`src/rtl/ahb_decode_ctrl.sv`:
```
// AHB-Lite address decoder and data-phase controller for a four-slave interconnect.
// Includes a default slave that answers unmapped transfers with a two-cycle ERROR.
module ahb_decode_ctrl #(
    parameter int unsigned ADDR_W    = 32,
    parameter logic [3:0]  S1_REGION = 4'h0,
    parameter logic [3:0]  S2_REGION = 4'h1,
    parameter logic [3:0]  S3_REGION = 4'h2,
    parameter logic [3:0]  S4_REGION = 4'h3
) (
    input  logic              hclk,
    input  logic              hresetn,
    input  logic [ADDR_W-1:0] haddr,
    input  logic [1:0]        htrans,
    input  logic              hready_mux_in,
    output logic              hsel1,
    output logic              hsel2,
    output logic              hsel3,
    output logic              hsel4,
    output logic [1:0]        mux_sel,
    output logic              hready_out,
    output logic              hresp_out,
    output logic              dphase_unmapped,
    output logic [7:0]        err_count
);

    typedef enum logic [1:0] {
        D_IDLE = 2'b00,
        D_ERR1 = 2'b01,
        D_ERR2 = 2'b10
    } dstate_e;

    dstate_e    state_q, state_d;
    logic [1:0] mux_sel_q, mux_sel_d;
    logic       dphase_unmapped_q, dphase_unmapped_d;
    logic [7:0] err_count_q, err_count_d;

    logic [3:0] region;
    logic [1:0] dec_idx;
    logic       mapped;
    logic       accept;

    assign region = haddr[ADDR_W-1 -: 4];

    always_comb begin
        hsel1   = (region == S1_REGION);
        hsel2   = (region == S2_REGION);
        hsel3   = (region == S3_REGION);
        hsel4   = (region == S4_REGION);
        mapped  = hsel1 | hsel2 | hsel3 | hsel4;
        dec_idx = 2'b00;
        if (hsel2) dec_idx = 2'b01;
        if (hsel3) dec_idx = 2'b10;
        if (hsel4) dec_idx = 2'b11;
    end

    // Response outputs depend only on the data-phase owner, never on the new address.
    always_comb begin
        hready_out = hready_mux_in;
        hresp_out  = 1'b0;
        case (state_q)
            D_ERR1: begin
                hready_out = 1'b0;
                hresp_out  = 1'b1;
            end
            D_ERR2: begin
                hready_out = 1'b1;
                hresp_out  = 1'b1;
            end
            default: ;
        endcase
    end

    assign accept = hready_out & htrans[1];

    always_comb begin
        state_d           = state_q;
        mux_sel_d         = mux_sel_q;
        dphase_unmapped_d = dphase_unmapped_q;
        err_count_d       = err_count_q;

        case (state_q)
            D_IDLE: begin
                if (accept && !mapped) begin
                    state_d           = D_ERR1;
                    dphase_unmapped_d = 1'b1;
                end else if (accept) begin
                    mux_sel_d = dec_idx;
                end
            end
            D_ERR1: begin
                state_d = D_ERR2;
                if (err_count_q != 8'hFF) err_count_d = err_count_q + 8'd1;
            end
            D_ERR2: begin
                if (accept && !mapped) begin
                    state_d           = D_ERR1;
                    dphase_unmapped_d = 1'b1;
                end else begin
                    state_d           = D_IDLE;
                    dphase_unmapped_d = 1'b0;
                    if (accept) mux_sel_d = dec_idx;
                end
            end
            default: begin
                state_d           = D_IDLE;
                dphase_unmapped_d = 1'b0;
            end
        endcase
    end

    always_ff @(posedge hclk) begin
        if (!hresetn) begin
            state_q           <= D_IDLE;
            mux_sel_q         <= '0;
            dphase_unmapped_q <= 1'b0;
            err_count_q       <= '0;
        end else begin
            state_q           <= state_d;
            mux_sel_q         <= mux_sel_d;
            dphase_unmapped_q <= dphase_unmapped_d;
            err_count_q       <= err_count_d;
        end
    end

    assign mux_sel         = mux_sel_q;
    assign dphase_unmapped = dphase_unmapped_q;
    assign err_count       = err_count_q;

endmodule

```
`config.mk`:
```
export PLATFORM = sky130hd
export DESIGN_NAME = ahb_decode_ctrl
export DESIGN_NICKNAME = d
export VERILOG_FILES = /design/src/rtl/ahb_decode_ctrl.sv
export SDC_FILE = /design/constraint.sdc
export NUM_CORES = 1
export LEC_CHECK = 0
export BUFFER_PORTS_ARGS = -buffer_cell sky130_fd_sc_hd__clkbuf_2
export CAP_MARGIN = 10
export CORE_UTILIZATION = 43
export DETAILED_ROUTE_END_ITERATION = 8
export GPL_ROUTABILITY_DRIVEN = 1
export HOLD_SLACK_MARGIN = 0.08
export PLACE_DENSITY = 0.95
export SYNTH_ARGS = -nofsm -noshare
export SYNTH_HDL_FRONTEND = slang
export SYNTH_SLANG_ARGS = --single-unit
```
`constraint.sdc`:
```
create_clock -name hclk -period 3.4 [get_ports hclk]
set_input_delay 0.17 -clock hclk [delete_from_list [all_inputs] [get_ports hclk]]
set_output_delay 0.17 -clock hclk [all_outputs]
set_load 0.1 [all_outputs]
```
==> flow_metrics.tcl <==
set metrics [dict create \
    finalSetupTns_ns 0 \
    wl_per_cell_um 13.6 \
    area_growth_pct 20.0 \
    cts_tree "yes" \
    start_kind "register" \
    portBuffers 24 \
    viasPerCell 5.92 \
    dr.first_iter.drc_count 21 \
    yosys.area_share.simple_pct 27.4 \
    row_count 14 \
    track_usage_pct 18.8 \
    cts.path.max_buffers 2 \
    maxSlewViolCount 0 \
    fillers 139 \
    use_met2_pct 31.8 \
    use_met1_pct 22.4 \
    crit_arrival_ns 1.83 \
    die_h_um 44.1 \
    tightest_slew_ns 0.547 \
    hold_violations 0 \
    slowest_delay_ns 0.38 \
    nets 154 \
    maxCapViolCount 0 \
    grt_pass1_wl_um 2740 \
    hold_path_class "in -> reg" \
    boundaryPins 54 \
    cts-resized-gates 0 \
    diodes 0 \
    die_area_mm2 0.00195 \
    post_cts_buffers 0 \
    worstHoldStart "haddr[28]" \
    clock.fmax_ghz 0.499 \
    start_util_pct 48.4 \
    finalWorstSetupSlack_ns 1.40 \
    placed_area_um2 890 \
    cp_data_required_time_ns 3.23 \
    cts_max_level 1 \
    seq_area_frac_synth_pct 34.1 \
    chipWidth_um 44.1 \
    insertion_delay_ns 0.28 \
    drtAntennaViolNets 0 \
    dr.pass1.iters 6 \
    path_buf_inv 3 \
    endpoint_kind "output pin" \
    cts_buffers 3 \
    synth_compound_area_share_pct 17.0 \
    placed_cells 123 \
    synth_top_family_by_area "simple AND/OR/NAND/NOR gates" \
    clk_pin_slew_ns 0.08 \
    gp_congestion 0.744 \
    yosys.area_share.xor_xnor_pct 0 \
    ys_warn_count 0 \
    critPathLaunch "state_q[0]$_SDFFE_PN0P_" \
    grt_pass1_vias 665 \
    slowest_stage "dfxtp_1" \
    syn_nets 128 \
    p_leak_nw 0.447 \
    core_area_mm2 0.00158 \
    postSynthCellCount 86 \
    drive_above_1_share_pct 27.9 \
    vias 752 \
    overflow 0 \
    status "complete, no violations" \
    final_util_pct 58.1 \
    grt_setup_unrepaired "no" \
    clock-skew-final_ns 0.00184 \
    fin_area_um2 916 \
    worst_path_most_repeated_cell "inv_1" \
    irDropWorstVdd_v 0.000230 \
    wirelength_um 1720 \
    syn-cell-area_um2 763 \
    r2r_slack_ns 1.68 \
    cellPowerDensity_mw_per_mm2 441 \
    postCtsHoldBufs 0 \
    grt_max_degree 23 \
    layoutNonFillerInstCount 127 \
    grt_util_met3_pct 1.22 \
    dpl.hpwl_um 1250 \
    rr_startpoint "state_q[1]$_SDFFE_PN0P_" \
    crit_type "reg -> out" \
    grt.busiest_layer "met2" \
    crit_fanout 4 \
    crit_family "buffers and inverters" \
    finalSetupViolations 0 \
    synth_seq_cells 13 \
    crit_chain "inv_1 -> ha_1 -> mux2i_1 -> inv_1 -> clkbuf_2" \
    drc 0 \
    muxShareOfSynthArea_pct 9.18 \
    fin_crit_ns 2.00 \
    cts.sinks 13 \
    finalCritPeriodShare_pct 58.9 \
    dpl_worst_slack_ns 1.71 \
    relSlewSlack_pct 63.7 \
    syn_avg_cell_area_um2 8.87 \
    antenna_found_initial 0 \
    yosysUniqueCellTypes 29 \
    clock-root-buffer "clkbuf_4" \
    yosys.area_share.adder_pct 8.20 \
]
==> stage by stage <==
stage | total power, mW | hold slack (ns)
after floorplan | 0.285 | 0.309
after global placement | 0.302 | 0.445
after detailed placement | 0.307 | 0.455
after CTS | 0.402 | 0.164
after global routing | 0.416 | 0.186
final | 0.403 | 0.159
==> state kept, by name, indices dropped and copies added (netlist names) <==
name / flops
dphase_unmapped: 1
mux_sel: 2
err_count: 8
state_q: 2
==> final timing paths <==
kind | cells past startpoint | endpoint
min | 3 | mux_sel[0]$_SDFFE_PN0P_
max | 5 | hready_out
max reg2reg | 5 | err_count[6]$_SDFFE_PN0P_
min reg2reg | 2 | mux_sel[1]$_SDFFE_PN0P_
==> area by class of cell <==
class / count / area, µm² / area share [%]
Clock buffer: 4 / 26.3 / 2.87
Inverter: 3 / 11.3 / 1.23
Multi-Input combinational cell: 67 / 478 / 52.2
Sequential cell: 13 / 260 / 28.4
Tap cell: 16 / 20.0 / 2.19
Timing Repair Buffer: 24 / 120 / 13.1
==> cells in the final DEF, fill, tap and decap left out, drive strengths merged, types with 2 or more instances in the layout <==
cell type	Yosys	layout
nand4	3	3
nand3	4	4
or4b	2	2
nand2b	2	2
mux2i	7	7
nand2	14	14
clkbuf	1	28
o21a	2	2
o211ai	3	3
o21ai	3	3
o211a	2	2
dfxtp	13	13
a21oi	3	3
nor3b	2	2
nor2	5	5
inv	3	3
ha	5	5
==> Yosys cell counts <==
master     count  share of area (%)
nand3_1        4                2.6
nor4b_1        1                1.1
o2111ai_1      1                1.1
a21oi_1        3                2.0
nor3b_1        2                2.0
a31o_2         1                1.1
nand2_1       14                6.9
mux2i_1        7                9.2
nand2b_1       2                1.6
or4b_1         2                2.6
o22ai_1        1               0.82
dfxtp_1       13                 34
o211a_1        2                2.6
o221a_2        1                1.5
and3_1         1               0.82
nor2b_1        1               0.82
and4_1         1                1.1
nand4_1        2                1.6
ha_1           5                8.2
o21ai_0        3                2.0
buf_4          2                2.0
nor4_1         1               0.82
inv_1          3                1.5
o211ai_1       3                3.0
o21bai_1       1               0.98
clkbuf_2       1               0.66
nor2_1         5                2.5
nand4_4        1                2.8
o21a_1         2                2.0
==> worst register-to-register path: stages (launching register included) <==
cell     delay [ns]
dfxtp_1        0.34
inv_1          0.09
ha_1           0.35
nand3_1        0.20
or4b_1         0.50
o211a_1        0.14
==> per-layer routing <==
metal | up-vias | wire (µm) | share of wire [%]
li1 | 366 | - | -
met1 | 350 | 724 | 42
met2 | 27 | 885 | 51
met3 | 9 | 48 | 2.8
met4 | 0 | 63 | 3.7
met5 | - | 0 | 0
==> logic make-up after synthesis <==
logic type      count (synthesis)
simple gates                   37
compound gates                 18
flops                          13
mux                             7
buf+inv                         6
fa+ha+maj                       5
==> where the power goes <==
part | internal, mW | switching [mW] | leakage, nW
Combinational | 0.0287 | 0.108 | 0.327
Clock | 0.0456 | 0.0538 | 0.0150
Sequential | 0.159 | 0.00767 | 0.105
Total | 0.234 | 0.170 | 0.447
Power figures use the tool's default switching activity.
